### config.mk
export PLATFORM = sky130hd
export DESIGN_NAME = jtframe_ba_share
export DESIGN_NICKNAME = d
export VERILOG_FILES = /design/src/rtl/jtframe_sdram_pkg.sv /design/src/rtl/jtframe_ba_share.sv
export SDC_FILE = /design/constraint.sdc
export NUM_CORES = 1
export LEC_CHECK = 0
export ABC_AREA = 1
export CELL_PAD_IN_SITES_DETAIL_PLACEMENT = 1
export CELL_PAD_IN_SITES_GLOBAL_PLACEMENT = 1
export CORE_MARGIN = 4
export CORE_UTILIZATION = 19
export DETAILED_ROUTE_END_ITERATION = 7
export GPL_TIMING_DRIVEN = 0
export PLACE_DENSITY_LB_ADDON = 0.1
export SLEW_MARGIN = 20
export SYNTH_ARGS = -nofsm -noshare
export SYNTH_HDL_FRONTEND = slang
export SYNTH_SLANG_ARGS = --single-unit
export TNS_END_PERCENT = 100
### constraint.sdc
create_clock -name clk -period 1.8 [get_ports clk]
set_input_delay 0.54 -clock clk [delete_from_list [all_inputs] [get_ports clk]]
set_output_delay 0.54 -clock clk [all_outputs]
set_load 0.05 [all_outputs]
### src/rtl/jtframe_sdram_pkg.sv
// Shared SDRAM-side definitions for the bank-sharing logic.
//   ba_state_t : grant state encoding (IDLE / GAME / AUX)
//   strobe_t   : bundle of the three bank strobes (ack, dst, rdy)
//   STB_NONE   : all-zero strobe bundle used for the unselected requester
//   sat_inc4   : 4-bit saturating increment for the starvation counter
package jtframe_sdram_pkg;

  typedef enum logic [1:0] {
    IDLE = 2'd0,
    GAME = 2'd1,
    AUX  = 2'd2
  } ba_state_t;

  typedef struct packed {
    logic ack;
    logic dst;
    logic rdy;
  } strobe_t;

  localparam strobe_t STB_NONE = '0;

  localparam logic [3:0] STARVE_SAT = 4'd15;

  function automatic logic [3:0] sat_inc4(input logic [3:0] v, input logic en);
    if (en && v != STARVE_SAT) return v + 4'd1;
    return v;
  endfunction

endpackage

### src/rtl/jtframe_ba_share.sv
// Shares one SDRAM bank port between the game (primary) and an auxiliary
// master. A grant is held from the cycle after the request until the bank's
// rdy, or until the timeout counter expires.
// Ports:
//   clk, rst                        : clock, synchronous active-high reset
//   game_addr/rd/wr/din/din_m       : game request bus
//   game_ack/dst/rdy                : bank strobes routed to the game
//   aux_addr/rd/wr/din/din_m        : aux request bus; aux_lock fences it off
//   aux_ack/dst/rdy, aux_dout       : strobes and latched read data for aux
//   ba_addr/rd/wr/din/din_m         : request towards the SDRAM bank
//   ba_ack/dst/rdy, data_read       : bank strobes and read data
//   owner, busy, tout               : grant owner, grant active, sticky timeout
module jtframe_ba_share
  import jtframe_sdram_pkg::*;
#(
  parameter int unsigned AW     = 22,
  parameter int unsigned STARVE = 8,
  parameter int unsigned TOUTW  = 8
) (
  input  logic          clk,
  input  logic          rst,

  input  logic [AW-1:0] game_addr,
  input  logic          game_rd,
  input  logic          game_wr,
  input  logic [15:0]   game_din,
  input  logic [1:0]    game_din_m,
  output logic          game_ack,
  output logic          game_dst,
  output logic          game_rdy,

  input  logic [AW-1:0] aux_addr,
  input  logic          aux_rd,
  input  logic          aux_wr,
  input  logic [15:0]   aux_din,
  input  logic [1:0]    aux_din_m,
  input  logic          aux_lock,
  output logic          aux_ack,
  output logic          aux_dst,
  output logic          aux_rdy,
  output logic [15:0]   aux_dout,

  output logic [AW-1:0] ba_addr,
  output logic          ba_rd,
  output logic          ba_wr,
  output logic [15:0]   ba_din,
  output logic [1:0]    ba_din_m,
  input  logic          ba_ack,
  input  logic          ba_dst,
  input  logic          ba_rdy,
  input  logic [15:0]   data_read,

  output logic          owner,
  output logic          busy,
  output logic          tout
);

  localparam logic [3:0]       STARVE_L = 4'(STARVE);
  localparam logic [TOUTW-1:0] TMAX     = '1;

  ba_state_t        state, nxt_state;
  logic             nxt_owner;
  logic [3:0]       starve_cnt, nxt_starve;
  logic [TOUTW-1:0] timer;
  logic             acked;
  logic             tout_set;
  logic             game_req, aux_req;

  strobe_t bank_stb, game_stb, aux_stb;

  assign game_req = game_rd | game_wr;
  assign aux_req  = (aux_rd | aux_wr) & ~aux_lock;

  // State register and the registered side state that tracks it
  always_ff @(posedge clk) begin
    if (rst) begin
      state      <= IDLE;
      owner      <= 1'b0;
      starve_cnt <= '0;
      acked      <= 1'b0;
      timer      <= '0;
      tout       <= 1'b0;
      aux_dout   <= '0;
    end else begin
      state      <= nxt_state;
      owner      <= nxt_owner;
      starve_cnt <= nxt_starve;
      if (tout_set) tout <= 1'b1;
      // Held at zero while idle, so every grant starts counting from 0
      if (state == IDLE) timer <= '0;
      else               timer <= timer + TOUTW'(1);
      if (nxt_state == IDLE)               acked <= 1'b0;
      else if (state != IDLE && ba_ack)    acked <= 1'b1;
      if (state == AUX && ba_dst) aux_dout <= data_read;
    end
  end

  // Next-state logic: arbitration in IDLE, completion/timeout while granted
  always_comb begin
    nxt_state  = state;
    nxt_owner  = owner;
    nxt_starve = starve_cnt;
    tout_set   = 1'b0;
    unique case (state)
      IDLE: begin
        if (aux_req && (starve_cnt >= STARVE_L || !game_req)) begin
          nxt_state  = AUX;
          nxt_owner  = 1'b1;
          nxt_starve = '0;
        end else if (game_req) begin
          nxt_state  = GAME;
          nxt_owner  = 1'b0;
          nxt_starve = sat_inc4(starve_cnt, aux_req);
        end else if (!aux_req) begin
          nxt_starve = '0;
        end
      end
      GAME, AUX: begin
        if (ba_rdy) begin
          nxt_state = IDLE;
        end else if (timer == TMAX) begin
          nxt_state = IDLE;
          tout_set  = 1'b1;
        end
      end
      default: nxt_state = IDLE;
    endcase
  end

  // Output logic: bank drive and strobe routing follow the current state
  always_comb begin
    bank_stb = '{ack: ba_ack, dst: ba_dst, rdy: ba_rdy};
    game_stb = STB_NONE;
    aux_stb  = STB_NONE;
    ba_addr  = game_addr;
    ba_din   = game_din;
    ba_din_m = game_din_m;
    ba_rd    = 1'b0;
    ba_wr    = 1'b0;
    unique case (state)
      GAME: begin
        game_stb = bank_stb;
        ba_rd    = game_rd & ~acked;
        ba_wr    = game_wr & ~acked;
      end
      AUX: begin
        aux_stb  = bank_stb;
        ba_addr  = aux_addr;
        ba_din   = aux_din;
        ba_din_m = aux_din_m;
        ba_rd    = aux_rd & ~acked;
        ba_wr    = aux_wr & ~acked;
      end
      default: ;
    endcase
    game_ack = game_stb.ack;
    game_dst = game_stb.dst;
    game_rdy = game_stb.rdy;
    aux_ack  = aux_stb.ack;
    aux_dst  = aux_stb.dst;
    aux_rdy  = aux_stb.rdy;
    busy     = (state != IDLE);
  end

endmodule

Word level (Yosys, flattened, before mapping)
Cells that the tools add are included.

Equal/unequal tests: 6. $mul: 0. Shift operators: 0. Divide/modulo/power cells: 0. Mux-type cells: 26. Bitwise logic cells: 9. Reduce and logical (&&, ||, !) cells: 15. $lt $le $gt $ge: 1. Add/subtract/negate cells: 2.

Operators by type and width (count): $mux W22 (1); $mux W4 (5); $mux W16 (1); $mux W2 (5); $mux W1 (9); $add A8 B1 Y8 const B (1); $eq A8 B8 Y1 const B (1); $mux W3 (2); $reduce_or A2 Y1 (3); $and A1 B1 Y1 (5); $add A4 B1 Y4 const B (1); $ge A4 B4 Y1 const B (1); $logic_and A1 B1 Y1 (4); $logic_not A2 Y1 (2); $ne A4 B4 Y1 const B (1); $pmux W1 S2 (2); $pmux W2 S2 (1); $reduce_bool A2 Y1 (2); $ne A3 B1 Y1 const B (1); $ne A3 B2 Y1 const B (1); $reduce_and A3 Y1 (1); $eq A2 B1 Y1 const B (1); $eq A2 B2 Y1 const B (1); $not A1 Y1 (2); 4 further kinds (5).

Bits in latches: 0. Input port bits: 106. Register bits: 33. Memory bits (read-only): 0. RAM bits: 0. Memories: 0. Logic and storage cells: 66. Output and inout bits: 67.

Longest topological paths before layout
Gate-level depths: netlist of run 1.

Depth in word-level cells: 10. Gate-level depth with buffers: 8. Gate-level depth less buffers: 8.

Least setup slack after synthesis of run 1
Ideal clock, no wire load.

Kind: register -> output. From: reg state[0]. To: out ba_rd. Buffers on the path: 1. Cell stages (with the launch flop): 6. Path slack: -0.738 ns. Arrival time: 1.998 ns. Data required time: 1.260 ns. Cells stage by stage: dfxtp_1 -> inv_1 -> ha_1 -> buf_2 -> nor2_1 -> a211oi_1.

Cells in the longest elaborated chain, start to end: 2. Elaborated cells on any way between the ends: 3. Those cells by class: 2 x eq/ne; 1 x mux.

RTL lines: from (decl) (RTL line jtframe_ba_share.sv:61) `ba_state_t state, nxt_state;`; from (signal assigned) (RTL line jtframe_ba_share.sv:85) `state <= nxt_state;`; $eq A2 B2 Y1 / $eq A2 B1 Y1 (equally long branches) (RTL line jtframe_ba_share.sv:140) `unique case (state)`; $pmux W1 S2 (*) (RTL line jtframe_ba_share.sv:140); to (decl) (RTL line jtframe_ba_share.sv:44) `output logic ba_rd,`.

Mark *: on every way between the ends. The rest lies on a longest branch, timed or not.

Worst setup path in the final report of run 1
Ends and elaborated chain as after synthesis.

==> impl_metrics.yaml, run 1 <==
status:
  status: "complete, but fails checks"
  violations: "setup timing"
logic_synthesis:
  yosys.area.top_type: "dfxtp_1"
  synth-edff-count: 0
  ys_seq_elements: 33
  synthFlopType: "dfxtp_1"
  synth_area_leaders: "dfxtp_1 34%, nand2_1 29%, nor2_1 8.7%, o21ai_0 5.4%, inv_1 5.2%"
  synthDistinctLibCells: 24
  yosys_warnings: 0
  synth_common_cells: "150 x nand2_1, 45 x nor2_1, 33 x dfxtp_1, 27 x inv_1, 21 x o21ai_0"
  synthArstFlopShare_pct: 0
  syn_nets: 442
  synthCells: 329
  ys_seq_area_share_pct: 33.9
  synth.top_cell.area_share_pct: 33.9
  synth.avg_cell_area_um2: 5.92
  syn_area_um2: 1950
  yosysMostFrequentCell: "nand2_1"
setup_path:
  r2r-start: "state[0]"
  crit_required_ns: 1.26
  crit_chain: "inv_6, ha_4, clkbuf_16, nor2_4, a211oi_4, buf_6"
  cp_slowest_stage_delay_ns: 0.36
  crit_slowest_cell: "dfxtp_4"
  endpoint_kind: "output port"
  arrival_ns: 1.50
  cp-startpoint: "state[0]"
  worstPathBufferInverterCount: 3
  crit_path_start_kind: "flip-flop"
  worst-setup-path-type: "reg2out"
  crit_family: "buffers and inverters"
  worst-path-max-fanout: 5
place:
  routabilityCongestion: 0.752
  io_buffers: 172
  placedCellCount: 634
  dpl_worst_slack_ns: -1.21
  dp_hpwl_um: 7840
timing:
  finClkSkew_ns: 0.00656
  finalCritPeriodShare_pct: 113
  slew-limit-headroom_pct: 65.0
  hold_viol_final: 0
  rsz0062_at_grt: "yes"
  whs_ns: 0.466
  tightest_slew_ns: 0.527
  period_minus_slack_ns: 2.04
  finalWorstSetupSlack_ns: -0.236
  setup_viol: 45
  fmax_ghz: 0.491
  drv_slew: 0
  fin_tns_setup_ns: -8.56
floorplan:
  pin_count: 173
  start_util_pct: 19.7
  die_w_um: 109
  coreArea_um2: 9860
  die-area_um2: 11900
  die_h_um: 109
  rows: 36
hold_path:
  worstHoldStart: "tout"
  worstHoldPathType: "reg2reg"
route:
  finalWirelength_um: 9670
  drt_first_pass_iters: 4
  dr.first_iter.drc_count: 95
  detail-route-antenna-nets: 0
  route.detailed.drc: 0
  detail_route.wl_per_cell_um: 14.8
  dr_total_vias: 2748
  viasPerCell: 4.21
global_route:
  antenna_found_initial: 0
  grt_max_degree: 11
  grt_pass1_wl_um: 14700
  overflow: 0
  grt_pass1_vias: 2839
  track_usage_pct: 15.5
pwr:
  ir_drop_uv: 475
  leakage_nw: 2.10
  power_density_nw_per_um2: 529
clock_tree:
  clock-root-buffer: "clkbuf_8"
  clk_latency_ns: 0.29
  clk_pin_slew_ns: 0.07
  htreeDepth: 2
  holdBufCountCts: 0
  clk_path_buf_depth: 2
  cts_buffers: 5
  clock-sinks: 33
  cts_tree: "done"
final_layout:
  nets: 631
  diodes: 0
  drive_gt1_share_pct: 30.3
  final_cells: 652
  synthToLayoutAreaGrowth_pct: 137
flow_run:
  cap_viol_max_count: 0
[placed cells by master, fill, tap and decap left out, drive strengths merged]
cell type,Yosys,final
clkinvlp,0,3
dlymetal6s2s,0,1
clkinv,1,1
inv,29,26
clkbuf,6,12
and3,1,1
a211oi,2,2
a21oi,13,13
nand2,151,151
xor2,1,1
buf,7,67
nor3,2,2
o21ai,22,22
nor2,47,47
o21a,1,1
bufinv,0,1
nand3,6,6
ha,7,7
dlygate4sd2,0,23
clkdlybuf4s50,0,99
dfxtp,33,33
[metal layers]
| metal | up-vias | wire length, um | track usage, % |
|---|---|---|---|
| li1 | 1380 | - | - |
| met5 | - | 0 | 0 |
| met4 | 0 | 83 | 3.47 |
| met2 | 104 | 4840 | 28.0 |
| met3 | 7 | 1090 | 5.92 |
| met1 | 1257 | 3650 | 17.2 |
[cells by family after synthesis]
kind of cell | share of synthesized area (%)
XOR/XNOR | 0.450
flip-flops | 33.9
AND/OR/NAND/NOR | 41.9
buffers and inverters | 8.86
AO/OA/AOI/OAI | 10.3
adder cells (fa/ha/maj) | 4.50
[what timing repair did]
item                       4_1_cts  5_1_grt
setup buffers                    6        4
gates cloned                     0        1
setup endpoints to repair       67       49
gates resized for setup        442       38
pin swaps                        1        2
[metrics by stage]
step           power (mW)  util (%)  cell area (um2)
6_report             2.44      46.8             4620
3_3_place_gp         1.60      40.5             4000
2_1_floorplan        1.19         -             2110
4_1_cts              2.45      45.2             4460
5_1_grt              2.57      46.8             4620
3_5_place_dp         1.61      40.5             4000
[sequential cells by signal, summed over array words and instances (netlist names)]
name,cells
timer,8
state,2
starve_cnt,4
tout,1
owner,1
aux_dout,16
acked,1
[final cells by class]
class / count / area [um2]
Sequential cell: 33 / 668
Clock inverter: 1 / 30.0
Clock buffer: 7 / 86.3
Timing Repair Buffer: 183 / 2030
Multi-Input combinational cell: 253 / 1340
Inverter: 30 / 145
Fill cell: 1206 / 5250
Buffer: 12 / 154
Tap cell: 133 / 166
[where the power goes]
group	internal, mW	switching (mW)	leakage [nW]
Clock	0.451	0.279	0.0585
Combinational	0.466	0.490	1.77
Sequential	0.744	0.0128	0.268
[path summary, 6_finish.rpt]
kind | end | cells past startpoint | slack [ns]
max | ba_rd | 6 | -0.24
min | tout | 1 | 0.47
max reg2reg | aux_dout[12] | 10 | 0.03
min reg2reg | tout | 1 | 0.47
Power figures use the tool's default switching activity.
==> run 2, diff against run 1 <==
--- a/config.mk
+++ b/config.mk
@@ -9,8 +9,9 @@
 export CELL_PAD_IN_SITES_DETAIL_PLACEMENT = 1
 export CELL_PAD_IN_SITES_GLOBAL_PLACEMENT = 1
 export CORE_MARGIN = 4
-export CORE_UTILIZATION = 19
+export CORE_UTILIZATION = 38
 export DETAILED_ROUTE_END_ITERATION = 7
+export DONT_BUFFER_PORTS = 1
 export GPL_TIMING_DRIVEN = 0
 export PLACE_DENSITY_LB_ADDON = 0.1
 export SLEW_MARGIN = 20
==> constraint.sdc (replaced) <==
create_clock -name clk -period 2.3 [get_ports clk]
set_input_delay 0.69 -clock clk [delete_from_list [all_inputs] [get_ports clk]]
set_output_delay 0.69 -clock clk [all_outputs]
set_load 0.05 [all_outputs]
==> run 2 against run 1 <==
  * Utilization grew 4.2 points
  * Register-to-register slack gained 0.74 ns
  * Global-route usage grew 5.2 points
  * The run now ends clean
  * Highest routed layer unchanged
  * Design area shrank 46%
  * Combinational power shrank 59%
  * Clock skew shrank 0.0049 ns
==> impl_metrics.yaml, run 2 (same netlist as run 1, synthesis figures left out) <==
place:
  io_buffers: 0
  placedCellCount: 396
  dp_hpwl_um: 5290
  routabilityCongestion: 0.741
  dpl_worst_slack_ns: -0.167
  dpl_cell_area_um2: 2040
route:
  dr_total_vias: 2103
  dr.first_iter.drc_count: 66
  detail_route.wl_per_cell_um: 17.4
  detail-route-antenna-nets: 0
  drt_first_pass_iters: 4
  viasPerCell: 5.17
  route.detailed.drc: 0
  finalWirelength_um: 7090
clock_tree:
  clock-root-buffer: "clkbuf_8"
  clock-sinks: 33
  clk_latency_ns: 0.28
  holdBufCountCts: 0
  cts_tree: "done"
  clk_pin_slew_ns: 0.06
  cts_buffers: 5
  clk_path_buf_depth: 2
  htreeDepth: 2
timing:
  period_minus_slack_ns: 2.27
  hold_viol_final: 0
  fmax_ghz: 0.440
  slew-limit-headroom_pct: 56.9
  finalCritPeriodShare_pct: 98.7
  whs_ns: 0.462
  tightest_slew_ns: 0.644
  setup_viol: 0
  finClkSkew_ns: 0.00169
  finalWorstSetupSlack_ns: 0.0295
  fin_tns_setup_ns: 0
  drv_slew: 0
  rsz0062_at_grt: "yes"
status:
  status: "complete, no violations"
global_route:
  grt_pass1_wl_um: 10300
  grt_pass1_vias: 2110
  track_usage_pct: 20.7
  antenna_found_initial: 0
  grt_max_degree: 11
  overflow: 0
pwr:
  pwr-share-comb_pct: 27.2
  intPower_mw: 0.897
  clkPwrFrac_pct: 30.6
  seq_power_share_pct: 42.2
  ir_drop_uv: 415
  switchingPower_mw: 0.525
  swShare_pct: 36.9
  finalPower_mw: 1.42
  leakage_nw: 1.11
  power_density_nw_per_um2: 575
final_layout:
  final_cells: 407
  diodes: 0
  largest_register_ffs: 16
  final_core_util_pct: 51.0
  nets: 453
  drive_gt1_share_pct: 25.0
  synthToLayoutAreaGrowth_pct: 27.0
  design_area_um2: 2470
  final_common_cell: "nand2_1"
  mostFrequentLayoutCells: "108 x nand2_1, 43 x nor2_1, 31 x dfxtp_1"
  regMostFlops: "aux_dout"
  top_regs: "aux_dout (16), timer (8), starve_cnt (4)"
floorplan:
  pin_count: 173
  start_util_pct: 40.2
  rows: 25
  die-area_um2: 6340
  coreArea_um2: 4850
  die_w_um: 79.6
  die_h_um: 79.6
setup_path:
  r2r-start: "state[1]"
  endpoint_kind: "output port"
  worstRegToRegCells: 8
  crit_required_ns: 1.61
  worst-path-max-fanout: 5
  worst-setup-path-type: "reg2out"
  cp-startpoint: "state[0]"
  arrival_ns: 1.58
  crit_path_start_kind: "flip-flop"
hold_path:
  min_path_cells: 1
  worstHoldPathType: "reg2reg"
  worstHoldStart: "timer[0]"
flow_run:
  cap_viol_max_count: 0
## run 2: cell types whose count changed in the layout (fill, tap and decap cells not counted), sizes merged
cell	previous run	this run
buf	67	13
bufinv	1	0
clkbuf	12	11
clkdlybuf4s50	99	0
clkinvlp	3	2
dlygate4sd2	23	0
dlymetal6s2s	1	0
inv	26	27
## run 2: power groups by stage
stage                     Combinational (mW)  Clock [mW]  Sequential [mW]
after floorplan                        0.295           0            0.610
after global placement                 0.325           0            0.612
after detailed placement               0.331           0            0.613
after CTS                              0.372       0.452            0.599
after global routing                   0.413       0.487            0.601
final                                  0.387       0.436            0.600
## run 2: cell type report
cell class              instances  area (um2)
clock buffers                   7        86.3
flip-flops and latches         33         666
multi-input cells             253        1410
plain buffers                  13        73.8
fillers                       634        2370
inverters                      30         126
repair buffers                  4        33.8
well taps                      67        83.8
## run 2: what timing repair did
action                     CTS  global route
setup endpoints to repair   45            45
gates cloned                 1             0
resized for setup           71            24
buffers inserted             2             1
pin swaps                    4             3
## run 2: critical path: stages (launching register included)
cell and delay (ns):
dfxtp_2 0.33, inv_4 0.08, ha_4 0.16, buf_6 0.13, nor2_4 0.04, a211oi_4 0.56
## run 2: path summary, 6_finish.rpt
| check | slack, ns | to |
|---|---|---|
| setup / recovery | 0.03 | ba_wr |
| hold / removal | 0.46 | timer[0] |
| setup reg to reg | 0.77 | acked |
| hold reg to reg | 0.46 | timer[0] |
## run 2: layer usage
metal | track usage, % | share of wire, % | vias up
met5 | 0 | 0 | -
met1 | 19.9 | 34 | 961
met4 | 9.79 | 3.5 | 0
met2 | 37.8 | 52 | 102
met3 | 8.58 | 11 | 20
li1 | - | - | 1020
==> run 3, diff against run 2 <==
--- a/config.mk
+++ b/config.mk
@@ -10,6 +10,7 @@
 export CELL_PAD_IN_SITES_GLOBAL_PLACEMENT = 1
 export CORE_MARGIN = 4
 export CORE_UTILIZATION = 38
+export CTS_CLUSTER_DIAMETER = 40
 export DETAILED_ROUTE_END_ITERATION = 7
 export DONT_BUFFER_PORTS = 1
 export GPL_TIMING_DRIVEN = 0
==> results of run 3 <==
No change in the layout: final DEF, timing and power equal those of run 2.
